`src/rtl/dfd_apb_req_master.sv`:
```
`default_nettype none
// ============================================================================
//  Module   : dfd_apb_req_master
//  Purpose  : APB4 requester for the DFD register slave port. Register
//             read/write requests arrive on a valid/ready port and are queued
//             in order. They are issued one APB transfer at a time. The read
//             data and error status are returned on a valid/ready response
//             port.
//  Ports    : clk, reset            - clock, asynchronous active-high reset
//             req_*                 - request port (valid/ready, write, addr,
//                                     wdata, strb)
//             rsp_*                 - response port (valid/ready, rdata, err,
//                                     timeout)
//             busy                  - queue non-empty or a transfer in flight
//             paddr..pstrb          - APB master outputs
//             pready/prdata/pslverr - APB slave returns
//  Revision : 1.0  initial release
// ============================================================================
module dfd_apb_req_master #(
  parameter int ADDR_W      = 23,
  parameter int DATA_W      = 32,
  parameter int STRB_W      = DATA_W / 8,
  parameter int REQ_DEPTH   = 4,
  parameter int TIMEOUT_CYC = 255
) (
  input  logic              clk,
  input  logic              reset,
  input  logic              req_valid,
  output logic              req_ready,
  input  logic              req_write,
  input  logic [ADDR_W-1:0] req_addr,
  input  logic [DATA_W-1:0] req_wdata,
  input  logic [STRB_W-1:0] req_strb,
  output logic              rsp_valid,
  input  logic              rsp_ready,
  output logic [DATA_W-1:0] rsp_rdata,
  output logic              rsp_err,
  output logic              rsp_timeout,
  output logic              busy,
  output logic [ADDR_W-1:0] paddr,
  output logic              psel,
  output logic              penable,
  output logic              pwrite,
  output logic [DATA_W-1:0] pwdata,
  output logic [STRB_W-1:0] pstrb,
  input  logic              pready,
  input  logic [DATA_W-1:0] prdata,
  input  logic              pslverr
);

  localparam int PTR_W = (REQ_DEPTH > 1) ? $clog2(REQ_DEPTH) : 1;
  localparam int ENT_W = 1 + ADDR_W + DATA_W + STRB_W;
  localparam int CNT_W = (TIMEOUT_CYC > 1) ? $clog2(TIMEOUT_CYC + 1) : 1;

  localparam logic [PTR_W:0]   c_depth    = (PTR_W + 1)'(REQ_DEPTH);
  localparam logic             c_to_en    = (TIMEOUT_CYC != 0);
  localparam logic [CNT_W-1:0] c_to_last  = (TIMEOUT_CYC > 0) ? CNT_W'(TIMEOUT_CYC - 1) : '0;
  localparam logic [CNT_W-1:0] c_cnt_max  = '1;

  typedef enum logic [1:0] {
    ST_IDLE   = 2'd0,
    ST_SETUP  = 2'd1,
    ST_ACCESS = 2'd2,
    ST_RESP   = 2'd3
  } state_t;

  // --------------------------------------------------------------------------
  // Request FIFO
  // --------------------------------------------------------------------------
  logic [ENT_W-1:0] fifo_mem [REQ_DEPTH];
  logic [PTR_W-1:0] wr_ptr_q, wr_ptr_d, rd_ptr_q, rd_ptr_d;
  logic [PTR_W:0]   count_q, count_d;
  logic             fifo_push, fifo_pop, fifo_empty, fifo_full;

  logic              head_write;
  logic [ADDR_W-1:0] head_addr;
  logic [DATA_W-1:0] head_wdata;
  logic [STRB_W-1:0] head_strb;

  // Full is taken from the registered count, so a pop in the same cycle
  // never opens room for a push until the following cycle.
  assign fifo_full  = (count_q == c_depth);
  assign fifo_empty = (count_q == '0);
  assign req_ready  = ~fifo_full;
  assign fifo_push  = req_valid & ~fifo_full;

  assign {head_write, head_addr, head_wdata, head_strb} = fifo_mem[rd_ptr_q];

  always_ff @(posedge clk) begin
    if (fifo_push) begin
      fifo_mem[wr_ptr_q] <= {req_write, req_addr, req_wdata, req_strb};
    end
  end

  always_comb begin
    wr_ptr_d = fifo_push ? wr_ptr_q + PTR_W'(1) : wr_ptr_q;
    rd_ptr_d = fifo_pop  ? rd_ptr_q + PTR_W'(1) : rd_ptr_q;
    count_d  = count_q + (PTR_W + 1)'(fifo_push) - (PTR_W + 1)'(fifo_pop);
  end

  // --------------------------------------------------------------------------
  // Transfer FSM
  // --------------------------------------------------------------------------
  state_t            state_q, state_d;
  logic [ADDR_W-1:0] paddr_q, paddr_d;
  logic              pwrite_q, pwrite_d;
  logic [DATA_W-1:0] pwdata_q, pwdata_d;
  logic [STRB_W-1:0] pstrb_q, pstrb_d;
  logic [CNT_W-1:0]  cnt_q, cnt_d;
  logic [DATA_W-1:0] rdata_q, rdata_d;
  logic              err_q, err_d;
  logic              tout_q, tout_d;
  logic              load;

  always_ff @(posedge clk or posedge reset) begin
    if (reset) begin
      state_q  <= ST_IDLE;
      wr_ptr_q <= '0;
      rd_ptr_q <= '0;
      count_q  <= '0;
      paddr_q  <= '0;
      pwrite_q <= 1'b0;
      pwdata_q <= '0;
      pstrb_q  <= '0;
      cnt_q    <= '0;
      rdata_q  <= '0;
      err_q    <= 1'b0;
      tout_q   <= 1'b0;
    end else begin
      state_q  <= state_d;
      wr_ptr_q <= wr_ptr_d;
      rd_ptr_q <= rd_ptr_d;
      count_q  <= count_d;
      paddr_q  <= paddr_d;
      pwrite_q <= pwrite_d;
      pwdata_q <= pwdata_d;
      pstrb_q  <= pstrb_d;
      cnt_q    <= cnt_d;
      rdata_q  <= rdata_d;
      err_q    <= err_d;
      tout_q   <= tout_d;
    end
  end

  always_comb begin
    state_d  = state_q;
    paddr_d  = paddr_q;
    pwrite_d = pwrite_q;
    pwdata_d = pwdata_q;
    pstrb_d  = pstrb_q;
    cnt_d    = '0;
    rdata_d  = rdata_q;
    err_d    = err_q;
    tout_d   = tout_q;
    load     = 1'b0;
    fifo_pop = 1'b0;

    case (state_q)
      ST_IDLE: begin
        if (!fifo_empty) load = 1'b1;
      end
      ST_SETUP: begin
        state_d = ST_ACCESS;
      end
      ST_ACCESS: begin
        cnt_d = cnt_q;
        if (pready) begin
          rdata_d = pwrite_q ? '0 : prdata;
          err_d   = pslverr;
          tout_d  = 1'b0;
          state_d = ST_RESP;
        end else if (c_to_en && (cnt_q == c_to_last)) begin
          rdata_d = '0;
          err_d   = 1'b1;
          tout_d  = 1'b1;
          state_d = ST_RESP;
        end else if (cnt_q != c_cnt_max) begin
          cnt_d = cnt_q + CNT_W'(1);
        end
      end
      ST_RESP: begin
        if (rsp_ready) begin
          if (!fifo_empty) load = 1'b1;
          else             state_d = ST_IDLE;
        end
      end
      default: begin
        state_d = ST_IDLE;
      end
    endcase

    // Loading the head both starts SETUP and pops the entry in one edge.
    if (load) begin
      state_d  = ST_SETUP;
      fifo_pop = 1'b1;
      paddr_d  = head_addr;
      pwrite_d = head_write;
      pwdata_d = head_wdata;
      pstrb_d  = head_write ? head_strb : '0;
    end
  end

  assign psel        = (state_q == ST_SETUP) || (state_q == ST_ACCESS);
  assign penable     = (state_q == ST_ACCESS);
  assign paddr       = paddr_q;
  assign pwrite      = pwrite_q;
  assign pwdata      = pwdata_q;
  // Strobes are only driven while the bus is selected.
  assign pstrb       = psel ? pstrb_q : '0;
  assign rsp_valid   = (state_q == ST_RESP);
  assign rsp_rdata   = rdata_q;
  assign rsp_err     = err_q;
  assign rsp_timeout = tout_q;
  assign busy        = ~fifo_empty || (state_q != ST_IDLE);

endmodule
`default_nettype wire

```
`config.mk`:
```
export PLATFORM = sky130hd
export DESIGN_NAME = dfd_apb_req_master
export DESIGN_NICKNAME = d
export VERILOG_FILES = /design/src/rtl/dfd_apb_req_master.sv
export SDC_FILE = /design/constraint.sdc
export NUM_CORES = 1
export LEC_CHECK = 0
export CAP_MARGIN = 5
export CELL_PAD_IN_SITES_DETAIL_PLACEMENT = 1
export CELL_PAD_IN_SITES_GLOBAL_PLACEMENT = 1
export CORE_MARGIN = 2
export CORE_UTILIZATION = 47
export DETAILED_ROUTE_END_ITERATION = 10
export PLACE_DENSITY = 0.9
export REMOVE_ABC_BUFFERS = 1
export SLEW_MARGIN = 5
export SYNTH_ARGS = -nofsm -noshare
export SYNTH_HDL_FRONTEND = slang
export SYNTH_SLANG_ARGS = --single-unit
```
`constraint.sdc`:
```
create_clock -name clk -period 4.96 [get_ports clk]
set_input_delay 1.488 -clock clk [delete_from_list [all_inputs] [get_ports clk]]
set_output_delay 1.488 -clock clk [all_outputs]
set_load 0.1 [all_outputs]
```
-- After elaboration in Yosys (flattened, before gate mapping)
Memories as Yosys holds them, arrays and structs flattened.
Cells that the tools add are included.
- add/sub/neg operators: 5
- multipliers: 0
- div/mod/pow operators: 0
- $lt $le $gt $ge: 0
- equal/unequal tests: 12
- shift operators: 0
- mux-type cells: 24
- bitwise operators: 3
- reductions and logical operators: 10
- operators by type and width (operator ; number):
    2-to-1 mux 32 bit ; 3
    2-to-1 mux 8 bit ; 4
    2-to-1 mux 2 bit ; 5
    adder 8 x 1 -> 8 bit (second input constant) ; 1
    == test 8 bit (second input constant) ; 1
    2-to-1 mux 1 bit ; 8
    2-to-1 mux 4 bit ; 2
    inequality test 8 bit (second input constant) ; 1
    inequality test 3 x 1 -> 1 bit (second input constant) ; 2
    one-hot mux 2 bit (3 select lines) ; 1
    adder 2 x 1 -> 2 bit (second input constant) ; 2
    == test 2 bit (second input constant) ; 2
    inequality test 2 bit (second input constant) ; 2
    inequality test 4 x 1 -> 1 bit (second input constant) ; 1
    AND reduction 4 bit ; 1
    nonzero test 2 bit ; 2
    nonzero test 4 bit ; 1
    adder 3 x 1 -> 3 bit ; 1
    == test 3 bit (second input constant) ; 1
    logical NOT 3 bit ; 1
    AND reduction 3 bit ; 1
    subtractor 3 x 1 -> 3 bit ; 1
    == test 2 x 1 -> 1 bit (second input constant) ; 1
    logical NOT 2 bit ; 1
    6 further kinds ; 8
- register bits after elaboration: 111
- bits in latches: 0
- memory bits (writable): 240
- memory bits (read-only): 0
- input bits: 98
- output and inout bits: 99
- logic and storage cells: 67
- memories: 1
- memories (name ; depth ; width ; rd ports ; clocked after memory_dff ; wr ports ; line ; source):
    fifo_mem ; 4 ; 60 ; 1 ; 0 ; 1 ; 70 ; logic [ENT_W-1:0] fifo_mem [REQ_DEPTH];

-- Longest topological paths before layout
Gate-level depths: netlist of the first run.
- word-level depth: 6
- mapped depth: 10
- gate-level depth less buffers: 9

-- Least setup slack after synthesis of the first run
Ideal clock, no wire load.
- path kind: reg2out
- from: reg state_q[0]
- to: out pstrb[0]
- data arrival time: 2.253 ns
- data required time: 3.472 ns
- path slack: 1.219 ns
- cell stages (with the launch flop): 4
- path buffers: 0
- cells stage by stage: dfrtp_1 inv_1 ha_1 and2_1
- cells in the longest elaborated chain, start to end: 3
- elaborated cells between the ends (all ways): 4
- classes of those cells: eq/ne (2); mux (1); reduce/logical (1)
- ends and longest elaborated chain (element ; line ; source):
    from (decl) ; 104 ; state_t state_q, state_d;
    from (signal assigned) ; 130 ; state_q <= state_d;
    == test 2 x 1 -> 1 bit / == test 2 bit (equally long branches) ; 203 ; assign psel = (state_q == ST_SETUP) || (state_q == ST_ACCESS);
    logical OR 1 bit (*) ; 203 ;
    net psel ; 41 ; output logic psel,
    2-to-1 mux 4 bit (*) ; 209 ; assign pstrb = psel ? pstrb_q : '0;
    to (decl) ; 45 ; output logic [STRB_W-1:0] pstrb,
Mark *: on every way through the listed nets, which the timed path passes. The rest lies on a longest branch.

-- Final worst setup path of the first run
- from: reg state_q[1]
- to: out pstrb[3]
- cells in the longest elaborated chain, start to end: 3
- elaborated cells between the ends (all ways): 4
- classes of those cells: eq/ne (2); mux (1); reduce/logical (1)
- ends and longest elaborated chain (element ; line):
    == test 2 x 1 -> 1 bit / == test 2 bit (equally long branches) ; 203
    logical OR 1 bit (*) ; 203
    2-to-1 mux 4 bit (*) ; 209
Every way passes the cells marked *; elsewhere a longest branch is shown, timed or not.

==> results of run 1 <==
worst max-delay path, delay by kind of cell (launching register included):
family        cells  cell delay (ps)
fa+ha+maj         1              420
simple gates      1              170
flops             1              430
buf+inv           2             1250
metal layers:
layer / vias up / track usage (%)
met1: 3629 / 26.6
met5: - / 0
met4: 0 / 5.72
met2: 247 / 35.6
li1: 3071 / -
met3: 49 / 4.71
flip-flops by register name (all words and copies together), names as in the netlist:
signal       count
fifo_mem       240
pwdata          32
rsp_rdata       32
paddr           23
cnt_q            8
pstrb_q          4
count_q          3
rd_ptr_q         2
state_q          2
wr_ptr_q         2
pwrite           1
rsp_err          1
rsp_timeout      1
kinds of logic after synthesis:
logic type,Yosys count,share of synthesized area [%]
AND/OR/NAND/NOR,71,3.43
AO/OA/AOI/OAI,56,3.12
flip-flops,351,74.2
buffers and inverters,48,2.24
XOR/XNOR,10,0.651
adder cells (fa/ha/maj),13,1.26
multiplexers,118,15.1
placed cells by master, fill, tap and decap left out, drive strengths merged, types with 2 or more instances in the layout:
cell type	netlist	routed
o21ai	7	7
nor3	2	2
xnor2	8	8
clkdlybuf4s50	0	195
mux2	56	56
nand3	4	4
clkinv	0	12
a31oi	3	3
mux4	60	60
buf	22	9
nor2	9	9
nand2	13	13
mux2i	2	2
ha	12	12
or2	2	2
xor2	2	2
and3	8	8
a21o	22	22
nand2b	3	3
edfxtp	240	240
and4	22	22
clkbuf	12	53
a21oi	6	6
inv	14	16
dfrtp	111	111
clkinvlp	0	2
a211oi	2	2
and2	5	5
a22o	10	10
worst max-delay path by stage:
stage                                start                   end  slack (ps)
floorplan                        rsp_ready  count_q[2]$_DFF_PP0_         500
global placement    state_q[1]$_DFFE_PP0P_              pstrb[2]        1330
detailed placement  state_q[1]$_DFFE_PP0P_              pstrb[3]        1240
CTS                 state_q[1]$_DFFE_PP0P_              pstrb[3]         680
global route        state_q[1]$_DFFE_PP0P_              pstrb[3]         630
finish              state_q[1]$_DFFE_PP0P_              pstrb[3]         700
cell type report:
type	instances	area (um2)	area share, %
Clock inverter	17	130	0.769
Timing Repair Buffer	204	2020	11.9
Clock buffer	53	1060	6.25
Inverter	14	55.1	0.325
Tap cell	378	473	2.80
Antenna cell	1	2.50	0.0148
Sequential cell	351	9990	59.1
Multi-Input combinational cell	268	3190	18.8
stage by stage:
stage / std cells / instance area [um2]
floorplan: 633 / 13200
global placement: 1215 / 15700
detailed placement: 1215 / 15700
CTS: 1285 / 16900
global route: 1285 / 16900
finish: 1286 / 16900
==> summary.md, run 1 <==
| Metric | Value |
|---|---|
| Status | `finished, final reports clean` |
| CP arrival | `2770 ps` |
| Die area | `between 20000 and 30000 um2` |
| Fillers | `~2400` |
| Reg2reg start | `rd_ptr_q[0]$_DFFE_PP0P_` |
| 1st-iter DRT viols | `around 460` |
| Post-CTS Repair Setup Buffers | `0` |
| Synth top area share | `a little over half` |
| CTS Hold Bufs | `0` |
| Finished Core Util | `between 60 and 70%` |
| Final setup skew | `between 9 and 10 ps` |
| Vias | `around 7000` |
| Tot GR Track Use | `approximately a fifth` |
| Met3 wire length | `1870 um` |
| Synth top area cells | `edfxtp_1 (54%), dfrtp_1 (21%), mux4_2 (9.7%), mux2_2 (4.3%), and4_1 (1.4%)` |
| # IOs | `a little under 200` |
| Worst setup SP type | `flop` |
| Crit Reg-Reg Endpoint | `pwdata[22]$_DFFE_PP0P_` |
| Input/output buffers | `196` |
| Worst slew pin tran | `around 1100 ps` |
| Core area | `28000 um2` |
| Number of buffers created by CTS | `38` |
| Grt total ovfl | `0` |
| Resize count post-CTS | `0` |
| Final Max Tran Viols | `0` |
| Rows | `between 60 and 70` |
| RePlAce Congestion | `0.772` |
| Die X | `approximately 170 um` |
| Initial DRT Pass Iterations | `5` |
| Fin crit period | `between 4000 and 5000 ps` |
| Clk_lat worst skew | `510 ps` |
| Top layer in use | `met4` |
| Synth Register Bits | `about 350` |
| Fin nets | `988` |
| Max cap viols | `0` |
| Fmax | `about 0.23 GHz` |
| Hold_ws | `474 ps` |
| Hold Crit Class | `flop to flop` |
| Yosys warnings | `0` |
| Crit-path max FO | `6` |
| Mean post-synth cell area | `slightly above 20 um2` |
| CP Cell Sequence | `inv_1, ha_1, and2_1, clkdlybuf4s50_1` |
| Worst Slack Setup Final | `~700 ps` |
| Crit share post-route | `around 86%` |
| Vias per inst | `between 5 and 6` |
| DP Worst Slack | `between 1000 and 1500 ps` |
| CTS tree | `yes` |
| Initial antenna violation count | `0` |
| Post-Syn Area | `roughly 13000 um2` |
| HP Start | `rsp_rdata[13]$_DFFE_PP0P_` |
| Most common cell in the netlist | `edfxtp_1` |
| Worst slew margin | `between 20% and 30%` |
| Post-synth top cells | `edfxtp_1 (240), dfrtp_1 (111), mux4_2 (58)` |
| Ys flop type | `edfxtp_1` |
| DR DRC count | `0` |
| Register-to-register setup slack | `2440 ps` |
| Synth cell types | `45` |
| Syn-to-layout area delta | `25.7%` |
| M1 WL | `approximately 12000 um` |
| Total negative slack | `0 ps` |
| Critical Path End Type | `output pin` |
| Largest net degree at the start of global routing | `62` |
| Met2 wire len | `between 15000 and 20000 um` |
| Slowest CP cell | `clkdlybuf4s50_1` |
| Worst reg2reg path depth | `3` |
| Gate Count Post-Synth | `~670` |
| WL final | `around 30000 um` |
| Final setup viols | `0` |
| Sequential fraction of the synthesis area | `between 70% and 80%` |
| Final Hold Viols | `0` |
| Die Span Y | `approximately 170 um` |
| Most area-hungry cell type in the Yosys netlist | `edfxtp_1` |
| CTS Sinks | `around 350` |
| Share of layout cells above drive strength 1 | `21.4%` |
| Clock root buffer | `clkbuf_16` |
| Initial Utilization | `slightly below 50%` |
| Endpoint, Worst Hold | `rsp_rdata[13]$_DFFE_PP0P_` |
| First-pass GRT wire length | `around 48000 um` |
| H-Tree Depth | `2` |
| Async SR Flop Fraction | `a little under a third` |
| Hold Crit Depth | `1` |
| Antenna-violating nets left | `0` |
| Avg WL per Cell | `about 23 um` |
| Detailed placement HPWL | `around 18000 um` |
| Worst Path Required | `roughly 3500 ps` |
| Clk pin slew, worst setup/hold paths | `approximately 50 ps` |
| Post-synth EDFFs | `240` |
| Vias in the first global route | `~8000` |
| Setup CP Type | `flop to output pin` |
| CP peak stage delay | `between 1000 and 1500 ps` |
| CTS max path bufs | `3` |
| Unrepaired setup endpoints after global routing | `false` |
Power of run 1 is left out: the tool's default activity adds up to more than one toggle a clock period on the data nets, which glitch-free logic cannot reach.
==> inputs of run 2 (changes only) <==
- ABC_CLOCK_PERIOD_IN_PS: not set -> 4960
- SLEW_MARGIN: 5 -> not set
==> results of run 2 <==
Same layout as run 1: the final DEF is identical, and so are final timing and power.
Power of run 2 is left out for the same reason.
==> inputs of run 3 (changes only) <==
- CTS_CLUSTER_DIAMETER: not set -> 200
==> results of run 3 <==
Same layout as run 1: the final DEF is identical, and so are final timing and power.
Power of run 3 is left out for the same reason.
==> variant: new RTL, flow settings as in run 1 <==
Take the reset off `paddr_q`, `pwdata_q` and `rdata_q` and load them in a clocked block of their own.
--- a/src/rtl/dfd_apb_req_master.sv
+++ b/src/rtl/dfd_apb_req_master.sv
@@ -120,8 +120,5 @@
       count_q  <= '0;
-      paddr_q  <= '0;
       pwrite_q <= 1'b0;
-      pwdata_q <= '0;
       pstrb_q  <= '0;
       cnt_q    <= '0;
-      rdata_q  <= '0;
       err_q    <= 1'b0;
@@ -133,8 +130,5 @@
       count_q  <= count_d;
-      paddr_q  <= paddr_d;
       pwrite_q <= pwrite_d;
-      pwdata_q <= pwdata_d;
       pstrb_q  <= pstrb_d;
       cnt_q    <= cnt_d;
-      rdata_q  <= rdata_d;
       err_q    <= err_d;
@@ -142,2 +136,8 @@
     end
+  end
+
+  always_ff @(posedge clk) begin
+    paddr_q  <= paddr_d;
+    pwdata_q <= pwdata_d;
+    rdata_q  <= rdata_d;
   end
Formal check against the unedited RTL: differs if reset is asserted again (counterexample within 4 cycles, from zero or initial values and one cycle with reset high); with reset held inactive, the same outputs for 4 cycles.
==> variant against run 1 <==
- sequential share of layout area is 5.3 points higher
- synthesized area decreased by 5.0%
- sequential cell count unchanged
- hold slack better by 0.037 ns
- synthesized cell count shrank 14%
- final area down 4.2%
- maximum frequency grew 2.5%
- setup slack improved by 0.11 ns
- wire length fell by 10%
==> variant: results (changes against run 1) <==
- Top cell types by occurrence after synthesis: 327 x edfxtp_1, 60 x mux4_2, 36 x and2_1 (was 240 x edfxtp_1, 111 x dfrtp_1, 58 x mux4_2)
- Clock network latency to the later pin of the worst-skew pair: 0.52 ns
- Vias after detailed routing: 6,260 (was 6,996)
- Worst min-delay path category: reg -> reg (unchanged)
- Clock Pin Slew Worst Setup and Hold Paths: 0.06 ns
- Total global-route track usage: 19.2% (was 20.7%)
- Number of buffers on the longest clock path: 3 (unchanged)
- Synthesis Warnings: 0 (unchanged)
- Actual transition at the worst max-transition pin: 1.05 ns (was 1.11 ns)
- Number of search-and-repair iterations in the first detailed-routing pass: 4 (was 5)
- Most common flop cell mapped by yosys: edfxtp_1 (unchanged)
- H-tree level count: 2 (unchanged)
- Clock tree skew after final layout: 0.0154 ns (was 0.00992 ns)
- Crit path arrival time: 2.66 ns (was 2.77 ns)
- Global-route wire length before repair: 40.7 mm (was 47.7 mm)
- Largest net degree at the start of global routing: 62 (unchanged)
- Setup fix buffers added after clock tree synthesis: 0 (unchanged)
- Run status: finished clean (unchanged)
- Final wirelength: 26.9 mm (was 30.0 mm)
- Share of synthesized registers carrying an async set or reset: 6.84% (was 31.6%)
- Number of distinct library cell variants in the gate-level netlist after synthesis: 37 (was 45)
- Initial antenna violation count: 3 (was 0)
- Lkg Pwr: 5.40 nW
- Most flop-heavy register: fifo_mem (unchanged)
- Via count of the first global-routing pass: 6,903 (was 8,017)
- Final RePlAce weighted congestion: 0.758 (was 0.772)
- CTS buffer count: 36 (was 38)
- Nets: 901 (was 988)
- Detailed placement HPWL: 16.4 mm (was 18.5 mm)
- First-iteration detailed-routing DRC count: 451 (was 458)
- Share of synthesized area occupied by flip-flops and latches: 81.5% (was 74.2%)
- Layout cells sized above 1: 15.3% (was 21.4%)
- Max FFs per register: 240 (unchanged)
- Maximum vdd ir drop: 0.529 mV
- Count of flip-flops with a built-in enable after synthesis: 327 (was 240)
- Number of input and output port buffers inserted: 196 (unchanged)
- Clock root cell: clkbuf_16 (unchanged)
- Top cells by area in the synthesized netlist: edfxtp_1 77%, mux4_2 11%, dfrtp_1 4.7%, and2_1 1.8%, ha_1 1.2% (was edfxtp_1 54%, dfrtp_1 21%, mux4_2 9.7%, mux2_2 4.3%, and4_1 1.4%)
- CP max FO: 6 (unchanged)
- Layout fillers: 2,253 (was 2,437)
- Post-cts sizing count: 0 (unchanged)
- Cell Area, Placed: 15,100 um2 (was 15,700 um2)
variant: critical path, stage by stage (launching register included):
cell             delay (ns)
dfrtp_1                0.42
inv_1                  0.09
ha_1                   0.36
and2_1                 0.16
clkdlybuf4s50_1        1.13
variant: area by class of cell:
class,instances,area [um2],area share [%]
flip-flops and latches,351,10400,64.3
multi-input cells,190,2250,13.9
repair buffers,201,2000,12.3
clock buffers,44,931,5.74
well taps,341,427,2.63
clock inverters,19,129,0.795
inverters,10,38.8,0.239
diodes,1,2.50,0.0154
variant: routing by layer:
| layer | GRT usage (%) | vias to the layer above | wire length, um |
|---|---|---|---|
| met5 | 0 | - | 23 |
| li1 | - | 2748 | - |
| met2 | 33.5 | 225 | 13700 |
| met1 | 23.3 | 3238 | 10700 |
| met4 | 4.61 | 4 | 442 |
| met3 | 6.15 | 45 | 2050 |
variant: final timing paths:
path                                  from           to  slack [ns]  cells past startpoint
worst max-delay path            state_q[0]     pstrb[3]        0.81                      4
worst min-delay path            pstrb_q[3]   pstrb_q[3]        0.51                      2
worst max register to register  state_q[0]   count_q[2]        2.37                      9
worst min register to register  pstrb_q[3]   pstrb_q[3]        0.51                      2
max in group asynchronous            reset  rd_ptr_q[1]        2.78                      2
min in group asynchronous            reset   state_q[1]        1.49                      2
variant: stage by stage:
stage                     setup slack, ns  utilization [%]  power [mW]  std cells
after detailed placement             1.26             56.5        9.20       1093
after floorplan                      1.11                -        8.02        551
after CTS                           0.775             60.5        11.7       1156
final                               0.809             60.5        11.6       1157
after global placement               1.31             56.5        9.06       1093
after global routing                0.652             60.5        12.0       1156
variant: logic make-up after synthesis:
family,after synthesis,synth area share [%]
flops,351,81.5
mux,61,10.7
xor+xnor,8,0.548
fa+ha+maj,13,1.33
compound gates,24,1.28
buf+inv,30,1.03
simple gates,84,3.62
variant: power breakdown:
part	internal, mW	total [mW]	switching [mW]
combinational	1.24	4.39	3.14
clock	1.39	2.46	1.07
sequential	4.22	4.70	0.481
